<file path="src/rtl/mod4621_svec_reduce_if.sv">
// Handshake bus for the mod-4621 partial-residue reducer: input vector in, reduced residue out.
interface mod4621_svec_reduce_if;
  logic        in_valid;
  logic        in_ready;
  logic [11:0] p0, p1, p2, p3;
  logic [11:0] n0;
  logic [12:0] n1;
  logic        out_valid;
  logic        out_ready;
  logic [12:0] z_out;

  modport master (
    output in_valid, p0, p1, p2, p3, n0, n1, out_ready,
    input  in_ready, out_valid, z_out
  );

  modport slave (
    input  in_valid, p0, p1, p2, p3, n0, n1, out_ready,
    output in_ready, out_valid, z_out
  );
endinterface

</file>
<file path="src/rtl/mod4621_svec_reduce.sv">
// Two-stage reducer: signed sum of partial residues, then a single-step mod 4621 using
// four parallel threshold compares. Globally stalled by a single pipeline enable.
module mod4621_svec_reduce (
  input  logic                       clk,
  input  logic                       rst_n,
  mod4621_svec_reduce_if.slave       bus
);
  localparam logic [14:0] Q1 = 15'd4621;
  localparam logic [14:0] Q2 = 15'd9242;
  localparam logic [14:0] Q3 = 15'd13863;
  localparam logic [14:0] Q4 = 15'd18484;

  logic        en;
  logic [2:1]  vld_pipe;
  logic [14:0] s1_sum;
  logic [14:0] sub;
  logic [12:0] z_nx;
  logic [12:0] z_q;

  assign en           = !vld_pipe[2] || bus.out_ready;
  assign bus.in_ready = en;
  assign bus.out_valid = vld_pipe[2];
  assign bus.z_out    = z_q;

  // Adding 2q up front keeps the worst-case negative sum positive, so stage 2 only
  // ever subtracts a non-negative multiple of q.
  always_comb begin
    sub = '0;
    if      (s1_sum >= Q4) sub = Q4;
    else if (s1_sum >= Q3) sub = Q3;
    else if (s1_sum >= Q2) sub = Q2;
    else if (s1_sum >= Q1) sub = Q1;
    z_nx = 13'(s1_sum - sub);
  end

  always_ff @(posedge clk or negedge rst_n) begin
    if (!rst_n) begin
      vld_pipe <= '0;
      s1_sum   <= '0;
      z_q      <= '0;
    end else if (en) begin
      vld_pipe[1] <= bus.in_valid;
      vld_pipe[2] <= vld_pipe[1];
      s1_sum      <= 15'(bus.p0) + 15'(bus.p1) + 15'(bus.p2) + 15'(bus.p3) + Q2
                   - 15'(bus.n0) - 15'(bus.n1);
      z_q         <= z_nx;
    end
  end
endmodule

</file>
<file path="src/flat_wrapper.sv">
// flat-port wrapper written by rule: the top's interface ports become plain ports
module mod4621_svec_reduce_flat 
  (clk, rst_n, bus_in_valid, bus_p0, bus_p1, bus_p2, bus_p3, bus_n0, bus_n1, bus_out_ready, bus_in_ready, bus_out_valid, bus_z_out);
  mod4621_svec_reduce_if bus_i ();
  input  logic clk;
  input  logic rst_n;
  input wire logic [$bits(bus_i.in_valid)-1:0] bus_in_valid;
  input wire logic [$bits(bus_i.p0)-1:0] bus_p0;
  input wire logic [$bits(bus_i.p1)-1:0] bus_p1;
  input wire logic [$bits(bus_i.p2)-1:0] bus_p2;
  input wire logic [$bits(bus_i.p3)-1:0] bus_p3;
  input wire logic [$bits(bus_i.n0)-1:0] bus_n0;
  input wire logic [$bits(bus_i.n1)-1:0] bus_n1;
  input wire logic [$bits(bus_i.out_ready)-1:0] bus_out_ready;
  output wire logic [$bits(bus_i.in_ready)-1:0] bus_in_ready;
  output wire logic [$bits(bus_i.out_valid)-1:0] bus_out_valid;
  output wire logic [$bits(bus_i.z_out)-1:0] bus_z_out;
  assign bus_i.in_valid = bus_in_valid;
  assign bus_i.p0 = bus_p0;
  assign bus_i.p1 = bus_p1;
  assign bus_i.p2 = bus_p2;
  assign bus_i.p3 = bus_p3;
  assign bus_i.n0 = bus_n0;
  assign bus_i.n1 = bus_n1;
  assign bus_i.out_ready = bus_out_ready;
  assign bus_in_ready = bus_i.in_ready;
  assign bus_out_valid = bus_i.out_valid;
  assign bus_z_out = bus_i.z_out;
  mod4621_svec_reduce u_core (.clk(clk), .rst_n(rst_n), .bus(bus_i));
endmodule
</file>
<file path="config.mk">
export PLATFORM = sky130hd
export DESIGN_NAME = mod4621_svec_reduce_flat
export DESIGN_NICKNAME = d
export VERILOG_FILES = /design/src/rtl/mod4621_svec_reduce_if.sv /design/src/rtl/mod4621_svec_reduce.sv /design/src/flat_wrapper.sv
export SDC_FILE = /design/constraint.sdc
export NUM_CORES = 1
export LEC_CHECK = 0
export CORE_UTILIZATION = 50
export CTS_CLUSTER_DIAMETER = 60
export DETAILED_ROUTE_END_ITERATION = 10
export PLACE_DENSITY_LB_ADDON = 0.1
export RECOVER_POWER = 50
export SLEW_MARGIN = 20
export SYNTH_ARGS = -nofsm -noshare
export SYNTH_HDL_FRONTEND = slang
export SYNTH_SLANG_ARGS = --single-unit
</file>
<file path="constraint.sdc">
create_clock -name clk -period 7.5 [get_ports clk]
set_input_delay 0.75 -clock clk [delete_from_list [all_inputs] [get_ports clk]]
set_output_delay 0.75 -clock clk [all_outputs]
set_load 0.02 [all_outputs]
</file>
==> out/results.ini <==
[detailed_routing]
vias = 3244
routed_via_density = 5.29
ant_nets = 0
drt_first_pass_iters = 4
routedWlPerCell_um = 12.0
dr.first_iter.drc_count = 77
wl_mm = 7.39
drc = 0

[pwr]
power_density_mw_per_mm2 = 417
leakage_nw = 2.26
irDropWorstVdd_uv = 156
finalPower_w = 0.00207

[timing]
fin_crit_sh_pct = 76.6
finalSetupTns_ps = 0
setup_viol = 0
worst_pin_slew_ps = 1550
hold_ws_ps = 468
maxSlewHeadroom_pct = -3.07
clock.fmax_ghz = 0.174
layout_min_cycle_time_ps = 5740
hold_viol_final = 0
clock_skew_ps = 2.07
slew_viol_final = 31
rsz0062_at_grt = false

[finish]
diodes = 0
fillers = 625
fin_nets = 677
area_growth_pct = 28.0
multi_input_area_mm2 = 0.00282
drive_above_1_share_pct = 3.11
seq_area_um2 = 751

[run]
maxCapViolations = 1

[logic_synthesis]
synthTopCellsByCount = inv_1 (64), ha_1 (49), fa_1 (38)
synth_area_mm2 = 0.00387
synth_ff_type = dfrtp_1
synth_cell_type_count = 57
synth_top_area_share_pct = 19.7
synth_top_cell_by_area = fa_1
synth.most_common_cell = inv_1
synth_edf_count = 0
ys_top_cells_by_area = fa_1 (20%), dfrtp_1 (19%), ha_1 (16%)
yosysWarnings = 0
yosysSeqAreaShare_pct = 19.4
avgSynthCellArea_um2 = 9.13
synth-seq-cells = 30
async_reset_ff_share_pct = 100
netlist_instances = 424
synth_nets = 588

[worst_setup_path]
end_kind = flip-flop
path_max_fanout = 5
critPathKind = in2reg
setup.worst_path.start_class = input port
cp.arrival_ps = 5930
crit_required_ps = 7690

[global_route]
grt_antenna_before_repair = 0
grt_overflow_total = 0
grt_max_degree = 40
gr-usage-all-layers_pct = 20.0
grt_pass1_wl_mm = 13.6
first_global_vias = 3284

[place]
place_hpwl_mm = 6.33
place_congestion = 0.871
io_buffers = 91

[cts]
cts.sinks = 30
cts_made_buffers = 5
insertion_delay_ps = 270
path_clk_slew_ps = 60
ctsHoldBuffers = 0
cts-resized-gates = 0
htree_levels = 2
cts_tree = yes
clock_path_buffers = 2
cts_setup_buffers = 0
cts_root_buf = clkbuf_8

[status]
status = complete, but fails checks
failed_checks = capacitance limit, slew limit

[floorplanning]
fp.dieW_um = 90.0
row_count = 31
design.die.area_mm2 = 0.00810
initial_core_util_pct = 52.5
design.core.area_mm2 = 0.00737
die_h_um = 90.0
ios = 92

[worst_hold_path]
hold_class = reg2reg

## per-stage QoR
| stage | util (%) | setup slack, ps | instance area, um2 | cells |
|---|---|---|---|---|
| 3_5_place_dp | 66.1 | 1480 | 4870 | 605 |
| 5_1_grt | 67.2 | 1400 | 4960 | 613 |
| 2_1_floorplan | - | 2400 | 3870 | 424 |
| 3_3_place_gp | 66.1 | 1600 | 4870 | 605 |
| 6_report | 67.2 | 1760 | 4960 | 613 |
| 4_1_cts | 67.3 | 1770 | 4960 | 613 |
## logic make-up (layout without fill, tap and decap cells)
group	after synthesis	in the layout	share of synthesized area [%]
buffers and inverters	76	166	7.72
muxes	1	1	0.259
and+or+nand+nor	97	97	12.2
DFF	30	30	19.4
AOI/OAI and AO/OA	113	113	20.0
adders and majority gates	87	87	35.5
xor gates and xnor gates	20	20	4.88
## worst max-delay path, stage by stage
cell and delay (ps):
clkdlybuf4s50_1 450, ha_1 300, a21o_1 150, a21o_1 220, a2111oi_0 620, o31a_1 310, nor3_1 70, a311oi_1 250
fa_1 500, fa_1 520, fa_1 540, inv_1 40, ha_1 350, a21oi_1 250, o21bai_1 100, a21oi_1 190
o21ai_0 120, a211oi_1 200
## state kept, by name, summed over array words and instances (netlist names)
signal and count:
u_core.bus.z_out 13, u_core.vld_pipe 2, u_core.s1_sum 15
## path summary, 6_finish.rpt
path	to	depth (start not counted)	startpoint	slack (ps)
hold / removal	u_core.bus.z_out[1]	2	u_core.bus.z_out[1]	470
setup reg to reg	u_core.bus.z_out[12]	13	u_core.s1_sum[7]	3900
setup / recovery	u_core.s1_sum[14]	18	bus_p1[1]	1760
hold reg to reg	u_core.bus.z_out[1]	2	u_core.bus.z_out[1]	470
max in group asynchronous	u_core.bus.z_out[11]	2	rst_n	5210
min in group asynchronous	u_core.bus.z_out[0]	2	rst_n	1390
## final cells by class
class	instances	share of cell area, %
Multi-Input combinational cell	318	57.0
Timing Repair Buffer	93	18.6
Sequential cell	30	15.1
Inverter	65	4.92
Tap cell	99	2.50
Clock buffer	7	1.74
Clock inverter	1	0.101
## cell usage in the layout (no fill, tap or decap), types with 2 or more instances in the layout
cell | Yosys | layout
or2_2 | 2 | 2
nand4_1 | 2 | 2
fa_1 | 38 | 38
o211ai_1 | 6 | 6
ha_1 | 49 | 49
a311oi_1 | 2 | 2
clkbuf_8 | 0 | 6
a21oi_1 | 27 | 27
nor4_1 | 3 | 3
o21ai_0 | 24 | 24
dfrtp_1 | 30 | 30
nor2b_1 | 4 | 3
nand2b_1 | 4 | 4
clkbuf_1 | 6 | 2
nor3_1 | 10 | 10
dlygate4sd3_1 | 0 | 8
a31oi_1 | 3 | 3
inv_1 | 64 | 64
xor2_1 | 10 | 10
a211oi_1 | 7 | 7
o31ai_1 | 7 | 7
nor2_1 | 22 | 22
nand2_1 | 34 | 34
xnor2_1 | 9 | 9
clkdlybuf4s50_1 | 0 | 83
o21bai_1 | 4 | 4
nand3_1 | 2 | 2
o21a_1 | 8 | 8
or3_1 | 2 | 2
and2_1 | 2 | 2
o31a_1 | 2 | 2
a21o_1 | 9 | 9
nor3b_1 | 4 | 4
## metal layers
layer | global-route usage, % | vias to the layer above | part of all wire (%)
li1 | - | 1645 | -
met1 | 24.3 | 1518 | 42
met2 | 37.5 | 74 | 54
met3 | 2.28 | 7 | 3.3
met4 | 5.11 | 0 | 0.79
met5 | 0 | - | 0
## report_power, final
group,switching (W),internal (W),total [W]
Sequential,0.0000953,0.000254,0.000350
Clock,0.0000579,0.0000739,0.000132
Combinational,0.000845,0.000743,0.00159
Total,0.000998,0.00107,0.00207
(Power assumes the default switching activity.)
